File: config.mk
export PLATFORM = sky130hd
export DESIGN_NAME = br_issue_arbiter
export DESIGN_NICKNAME = d
export VERILOG_FILES = /design/src/rtl/br_issue_arbiter_pkg.sv /design/src/rtl/br_issue_arbiter_rob_age_compare.sv /design/src/rtl/br_issue_arbiter.sv
export SDC_FILE = /design/constraint.sdc
export NUM_CORES = 1
export LEC_CHECK = 0
export BUFFER_PORTS_ARGS = -buffer_cell sky130_fd_sc_hd__buf_2
export CORE_MARGIN = 1
export CORE_UTILIZATION = 23
export CTS_CLUSTER_DIAMETER = 50
export DETAILED_ROUTE_END_ITERATION = 8
export PLACE_DENSITY_LB_ADDON = 0.05
export SLEW_MARGIN = 20
export SYNTH_ARGS = -nofsm -noshare
export SYNTH_HDL_FRONTEND = slang
export SYNTH_HIERARCHICAL = 1
export SYNTH_SLANG_ARGS = --single-unit
File: constraint.sdc
create_clock -name clk -period 4.8 [get_ports clk]
set_input_delay 0.96 -clock clk [delete_from_list [all_inputs] [get_ports clk]]
set_output_delay 0.96 -clock clk [all_outputs]
set_load 0.02 [all_outputs]
File: src/rtl/br_issue_arbiter_pkg.sv
// br_issue_arbiter_pkg: core widths and branch RS entry field layout shared by issue arbiters.
package br_issue_arbiter_pkg;
  localparam int ROB_DEPTH   = 32;
  localparam int ROB_IDX_LEN = $clog2(ROB_DEPTH);
  localparam int SPEC_STATES = 4;
  localparam int RS_BR_LEN   = 16;
  // entry = {payload[4:0], valid, killmask[3:0], robidx incl. wrap bit[5:0]}
  localparam int ROBIDX_LO = 0;
  localparam int ROBIDX_HI = ROB_IDX_LEN;
  localparam int KM_LO     = ROBIDX_HI + 1;
  localparam int KM_HI     = KM_LO + SPEC_STATES - 1;
  localparam int VALID_BIT = KM_HI + 1;
  function automatic logic km_hit(input logic [SPEC_STATES-1:0] km, input logic [SPEC_STATES-1:0] tag);
    return |(km & tag);
  endfunction
endpackage

File: src/rtl/br_issue_arbiter_rob_age_compare.sv
// rob_age_compare: picks the older of two ROB indices relative to the head, wrap-safe.
module rob_age_compare #(
  parameter int IDX_W = 6
) (
  input  logic [IDX_W-1:0] idx_a,
  input  logic [IDX_W-1:0] idx_b,
  input  logic [IDX_W-1:0] head,
  output logic             older_is_a
);
  logic [IDX_W-1:0] age_a, age_b;
  always_comb begin
    age_a      = idx_a - head;
    age_b      = idx_b - head;
    older_is_a = age_a <= age_b;
  end
endmodule

File: src/rtl/br_issue_arbiter.sv
// br_issue_arbiter: age-ordered grant between branch and jump RS into a one-entry FUBR issue register.
module br_issue_arbiter
  import br_issue_arbiter_pkg::*;
#(
  parameter int ENTRY_LEN   = RS_BR_LEN,
  parameter int ROB_IDX_LEN = br_issue_arbiter_pkg::ROB_IDX_LEN,
  parameter int SPEC_LEN    = SPEC_STATES,
  parameter int CNT_LEN     = 32
) (
  input  logic                   clk,
  input  logic                   rst,
  input  logic                   Stall,
  input  logic                   Flush,
  input  logic                   Kill_Enable,
  input  logic                   Update_KillMask,
  input  logic [SPEC_LEN-1:0]    FUBR_SpecTag,
  input  logic [ROB_IDX_LEN:0]   ROB_Head,
  input  logic [ENTRY_LEN-1:0]   Req_Entry0,
  input  logic                   Req_Valid0,
  input  logic [ENTRY_LEN-1:0]   Req_Entry1,
  input  logic                   Req_Valid1,
  output logic                   Issued_Valid0,
  output logic                   Issued_Valid1,
  input  logic                   FU_Ready,
  output logic [ENTRY_LEN-1:0]   FU_Entry,
  output logic                   FU_Valid,
  output logic [CNT_LEN-1:0]     Grant_Cnt0,
  output logic [CNT_LEN-1:0]     Grant_Cnt1
);
  localparam logic [0:0] EMPTY = 1'b0;
  localparam logic [0:0] HOLD  = 1'b1;
  logic [0:0]           state_q, state_d;
  logic [ENTRY_LEN-1:0] fu_entry_q, fu_entry_d, win;
  logic [CNT_LEN-1:0]   cnt0_q, cnt0_d, cnt1_q, cnt1_d;
  logic                 live0, live1, older0, sel0, held_kill, slot_free;
  rob_age_compare #(.IDX_W(ROB_IDX_LEN + 1)) u_age (
    .idx_a      (Req_Entry0[ROBIDX_HI:ROBIDX_LO]),
    .idx_b      (Req_Entry1[ROBIDX_HI:ROBIDX_LO]),
    .head       (ROB_Head),
    .older_is_a (older0)
  );
  always_comb begin
    live0         = Req_Valid0 && !(Kill_Enable && km_hit(Req_Entry0[KM_HI:KM_LO], FUBR_SpecTag));
    live1         = Req_Valid1 && !(Kill_Enable && km_hit(Req_Entry1[KM_HI:KM_LO], FUBR_SpecTag));
    held_kill     = state_q == HOLD && Kill_Enable && km_hit(fu_entry_q[KM_HI:KM_LO], FUBR_SpecTag);
    slot_free     = !Stall && !Flush && (state_q == EMPTY || FU_Ready || held_kill);
    sel0          = live0 && (!live1 || older0);
    Issued_Valid0 = slot_free && sel0;
    Issued_Valid1 = slot_free && live1 && !sel0;
    win           = sel0 ? Req_Entry0 : Req_Entry1;
    state_d       = state_q;
    fu_entry_d    = fu_entry_q;
    cnt0_d        = cnt0_q;
    cnt1_d        = cnt1_q;
    if (Flush) state_d = EMPTY;
    else if (Issued_Valid0 || Issued_Valid1) begin
      state_d    = HOLD;
      fu_entry_d = win;
      if (Update_KillMask) fu_entry_d[KM_HI:KM_LO] = win[KM_HI:KM_LO] & ~FUBR_SpecTag;
      cnt0_d     = cnt0_q + {{(CNT_LEN-1){1'b0}}, Issued_Valid0};
      cnt1_d     = cnt1_q + {{(CNT_LEN-1){1'b0}}, Issued_Valid1};
    end else if (!Stall && state_q == HOLD) begin
      if (FU_Ready || held_kill) state_d = EMPTY;
      else if (Update_KillMask) fu_entry_d[KM_HI:KM_LO] = fu_entry_q[KM_HI:KM_LO] & ~FUBR_SpecTag;
    end
  end
  always_ff @(posedge clk) begin
    if (rst) begin
      state_q    <= EMPTY;
      fu_entry_q <= '0;
      cnt0_q     <= '0;
      cnt1_q     <= '0;
    end else begin
      state_q    <= state_d;
      fu_entry_q <= fu_entry_d;
      cnt0_q     <= cnt0_d;
      cnt1_q     <= cnt1_d;
    end
  end
  assign FU_Valid   = state_q == HOLD;
  assign FU_Entry   = fu_entry_q;
  assign Grant_Cnt0 = cnt0_q;
  assign Grant_Cnt1 = cnt1_q;
endmodule

# Yosys cells after proc, flatten, opt, wreduce, memory -nomap -nowiden
# Index checks and enable logic that the tools add are counted.
# Widths: inputs -> output; s select.
# classes
n_addsub	4
order_cmp	1
eq_ne	1
n_mux	9
bitwise_logic	8
reduce_logical	34
# op_table
cell	count
$add 32x1->32	2
$and 4x4->4	5
$mux 4	5
$mux 16	1
$logic_and 1x1->1	13
$reduce_or 4->1	3
$sub 6x6->6	2
$le 6x6->1	1
$logic_not 1->1	6
$reduce_bool 2->1	3
$logic_or 1x1->1	5
$not 4->4	1
$reduce_and 2->1	2
$reduce_and 4->1	1
$mux 1	3
$ne 2x2->1 const B	1
$not 1->1	2
$reduce_or 2->1	1
# totals
ff_bits	81
inputBits	51
out_inout_bits	83
elab_cells	62

# Logic depth before layout (Yosys ltp)
# logic_depth
ltp_word	13
depth_mapped	23

# By module
# The synthesis kept the hierarchy.
# modules_own_cells
module	n_inst	cells_each	area_per_inst_um2	seq_area_each_um2
br_issue_arbiter	1	516	4454.3	1621.6
rob_age_compare	1	73	573.0	0.0

# Worst setup path after synthesis
# OpenSTA, ideal clock, no wires.
# synth_path
path_type	in2reg
startpoint	input port Req_Entry1[0]
endpoint	register cnt0_q[30] (netlist: Grant_Cnt0[30])
setup_ns	0.070
arrival_ns	5.278
required_time_ns	4.730
slack_ns	-0.549
cell_stages	22
n_path_buf	2
path_cell_list	inv_1 -> ha_1 -> inv_1 -> fa_1 -> a21o_1 -> a21oi_1 -> xor2_1 -> ha_1 -> o21ai_0 -> nor2_1 -> o32ai_1 -> o311ai_1 -> buf_4 -> buf_4 -> nor2_1 -> ha_1 -> ha_1 -> nand4_1 -> nor4_4 -> o211ai_2 -> or4_1 -> a21oi_1
# synth_between
word_cells_on_any_way	10
classes_between	2 x add/sub; 1 x order compare; 7 x reduce/logical
# synth_lines
item	line	rtl
from (decl)	br_issue_arbiter.sv:20	input logic [ENTRY_LEN-1:0] Req_Entry1,
$sub 6x6->6 *	br_issue_arbiter_rob_age_compare.sv:13	age_b = idx_b - head;
$le 6x6->1 *	br_issue_arbiter_rob_age_compare.sv:14	older_is_a = age_a <= age_b;
net older0	br_issue_arbiter.sv:35	logic live0, live1, older0, sel0, held_kill, slot_free;
$logic_or 1x1->1 *	br_issue_arbiter.sv:47	sel0 = live0 && (!live1 || older0);
$logic_and 1x1->1 *	br_issue_arbiter.sv:47	
$logic_and 1x1->1 *	br_issue_arbiter.sv:48	Issued_Valid0 = slot_free && sel0;
net Issued_Valid0	br_issue_arbiter.sv:22	output logic Issued_Valid0,
parallel branches: the longest is 2 deep, another holds $add 32x1->32	n/a	
to (signal assigned)	br_issue_arbiter.sv:76	cnt0_q <= cnt0_d;
to (decl)	br_issue_arbiter.sv:34	logic [CNT_LEN-1:0] cnt0_q, cnt0_d, cnt1_q, cnt1_d;
# Mark *: on every way through the listed nets, which the timed path passes.
# A chain may end at the register's enable or synchronous reset.

# Final worst setup path
# layout_path
startpoint	input port ROB_Head[1]
endpoint	register cnt0_q[24] (netlist: Grant_Cnt0[24])
# layout_between
elab_chain_len	8
word_cells_on_any_way	11
classes_between	3 x add/sub; 1 x order compare; 7 x reduce/logical
# layout_lines
item	line	rtl
from (decl)	br_issue_arbiter.sv:17	input logic [ROB_IDX_LEN:0] ROB_Head,
$sub 6x6->6, on equally long branches	br_issue_arbiter_rob_age_compare.sv:12, br_issue_arbiter_rob_age_compare.sv:13	
$le 6x6->1 *	br_issue_arbiter_rob_age_compare.sv:14	
net older0	br_issue_arbiter.sv:35	
$logic_or 1x1->1 *	br_issue_arbiter.sv:47	
$logic_and 1x1->1 *	br_issue_arbiter.sv:47	
parallel branches: the longest is 4 deep, another holds $add 32x1->32	n/a	
# Marked as above.

==> reports/qor.txt <==
Period minus WS final -> 4.69 ns
#FFs+latches synth -> 81
Synthesized Nets -> 661
# rows -> 53
Int Power -> 1.19 mW
Fin. max-slew vios -> 0
H-tree level count -> 3
Mapped Cells -> 589
Total power -> 1.71 mW
CTS tree -> done
FF/Latch Area -> 0.00162 mm2
Crit-path max FO -> 5
Startpoint Class -> primary input
Status -> complete, no violations
TNS Setup -> 0 ns
Unrepaired setup endpoints after global routing -> yes
HPWL Detailed -> 12400 um
Full die area -> 0.0225 mm2
Fin cells -> 1042
Number of buffers created by CTS -> 9
CORE AREA -> 0.0212 mm2
Initial antenna violation count -> 0
Vias in the first global route -> 5165
Layout Skew -> 0.00921 ns
Diodes inserted -> 0
Number of DRC markers in iteration 0 -> 224
I/O Buffers -> 133
Fin crit share -> 0.976
Hold path cells -> 2
Multi-input logic area -> 0.00351 mm2
Avg Vias per Cell -> 5.14
Final worst setup slack -> 0.115 ns
Starting Density -> 0.237
Max transition margin -> 0.242
Count of different cell masters after synthesis -> 59
Commonest non-fill, non-tap cell in the layout -> buf_2
Synth area leaders -> dfxtp_1 (32%), a21oi_1 (7.1%), o31ai_1 (6.7%)
Drt total wl -> 17600 um
First-pass GRT wire length -> 27600 um
Peak supply drop -> 118 uV
Top cell type by total area after synthesis -> dfxtp_1
Register area share after synthesis -> 0.323
Residual DRC -> 0
Most frequent cells in the layout -> buf_2 (129), dfxtp_1 (81), a21oi_1 (64)
Slew @ Worst Pin -> 1.14 ns
Pre-CTS setup slack -> -0.400 ns
Layout overhead on the synthesized area -> 41.5%
Setup violators final -> 0
Top-area cell type share of the netlist area -> 0.323
Number of synthesized flops with an enable pin -> 0
Grt ovf -> 0
Leak -> 2.80 nW
Sequential share of power -> 0.402
Inst Count DP -> 1014
Final Wtd Congestion -> 0.753
Total track usage -> 0.158
Worst Path Arrival -> 4.97 ns
Switching share of power -> 0.303
Comb power frac -> 0.202
Share of layout cells above drive strength 1 -> 0.387
Clk pwr share -> 0.395
Clk_lat worst skew -> 0.35 ns
Final Net Count -> 834
Pwr/cell area -> 240 mW/mm2
Clk buf depth -> 2
Kind of critical path -> in -> reg
Fmax -> 213 MHz
Filler cells -> 2285
R2r worst-path depth -> 12
Die H -> 150 um
Async SR Flop Fraction -> 0
Drt pass-1 iters -> 6
Avg Inst Size Synth -> 8.54 um2
Psw -> 0.517 mW
Max Cap Viol -> 0
ANT nets after route -> 0
Min-delay worst type -> reg -> reg
Drt wl/cell -> 16.9 um
Top_reg_cell synth -> dfxtp_1
Final instance area -> 0.00711 mm2
# IOs -> 134
DP Area -> 0.00645 mm2
Hold Fails Final Rpt -> 0
Data required, critical path -> 5.09 ns
Crit end category -> flop
CTS Hold Bufs -> 0
Chip width -> 150 um
Largest net degree at the start of global routing -> 53
Syn. warnings -> 6
Synth Cell Area -> 0.00503 mm2
Worst-path clk slew -> 0.07 ns
Via count -> 5355
Clk sink count -> 81
Root Driver -> clkbuf_16
-- flip-flops by register name, indices dropped and copies added, names as in the netlist --
name	flops
FU_Entry	16
Grant_Cnt1	32
FU_Valid	1
Grant_Cnt0	32
-- logic make-up after synthesis --
| family | Yosys count | synth area share |
|---|---|---|
| xor+xnor | 7 | 0.0137 |
| compound gates | 196 | 0.266 |
| flops | 81 | 0.323 |
| mux | 24 | 0.0498 |
| buf+inv | 64 | 0.0535 |
| simple gates | 196 | 0.239 |
| fa+ha+maj | 21 | 0.0553 |
-- Yosys cell counts, drive strengths merged, types with 18 or more instances --
library cell  count
dfxtp            81
a21oi            71
o31ai            45
or4              45
nand2            27
nand3            26
inv              23
nor2             23
buf              22
nand4            21
o21ai            20
clkbuf           19
ha               19
a211oi           18
-- power groups by stage --
stage | logic, mW | clock network (mW) | registers [mW]
6_report | 0.346 | 0.675 | 0.687
5_1_grt | 0.385 | 0.725 | 0.688
4_1_cts | 0.323 | 0.696 | 0.687
3_5_place_dp | 0.316 | 0 | 0.702
3_3_place_gp | 0.313 | 0 | 0.702
2_1_floorplan | 0.187 | 0 | 0.713
-- per-stage QoR --
| step | hold slack [ns] | utilization |
|---|---|---|
| floorplan | 0.551 | - |
| global placement | 0.460 | 0.304 |
| detailed placement | 0.482 | 0.304 |
| CTS | 0.492 | 0.317 |
| global route | 0.525 | 0.335 |
| finish | 0.490 | 0.335 |
-- final cells by class --
class,count,share of cell area
well taps,275,0.0484
repair buffers,201,0.178
clock inverters,4,0.00405
clock buffers,12,0.0347
flip-flops and latches,81,0.228
multi-input cells,446,0.494
inverters,23,0.0132
-- critical path, cell delays in order --
cell,delay (ns)
buf_8,0.10
inv_6,0.05
ha_4,0.19
and2b_1,0.17
o31a_4,0.37
a311oi_2,0.28
ha_1,0.28
nand4_1,0.11
nor2_1,0.06
o32ai_2,0.36
o311ai_4,0.16
nor2_4,0.16
ha_4,0.15
ha_4,0.12
nand4_1,0.11
buf_4,0.17
nor4_4,0.26
buf_4,0.17
o211ai_4,0.10
or4_4,0.51
a21oi_2,0.12
-- path summary, 6_finish.rpt --
check                      start        endpoint  slack (ns)
setup / recovery     ROB_Head[1]  Grant_Cnt0[24]        0.11
hold / removal    Grant_Cnt0[31]  Grant_Cnt0[31]        0.49
hold reg to reg   Grant_Cnt0[31]  Grant_Cnt0[31]        0.49
setup reg to reg        FU_Valid  Grant_Cnt0[24]        1.80
-- routing by layer --
| metal | part of all wire | track usage | vias up |
|---|---|---|---|
| li1 | - | - | 2657 |
| met1 | 0.48 | 0.204 | 2564 |
| met2 | 0.45 | 0.253 | 116 |
| met3 | 0.047 | 0.0372 | 18 |
| met4 | 0.017 | 0.0571 | 0 |
| met5 | 0 | 0 | - |
-- repair_timing --
action                     4_1_cts  5_1_grt
resized for setup                2       55
pin swaps                        0       36
setup endpoints to repair        8       39
setup buffers                    0        9
gates cloned                     0        3
No activity file was read; power rests on OpenSTA's default activity.
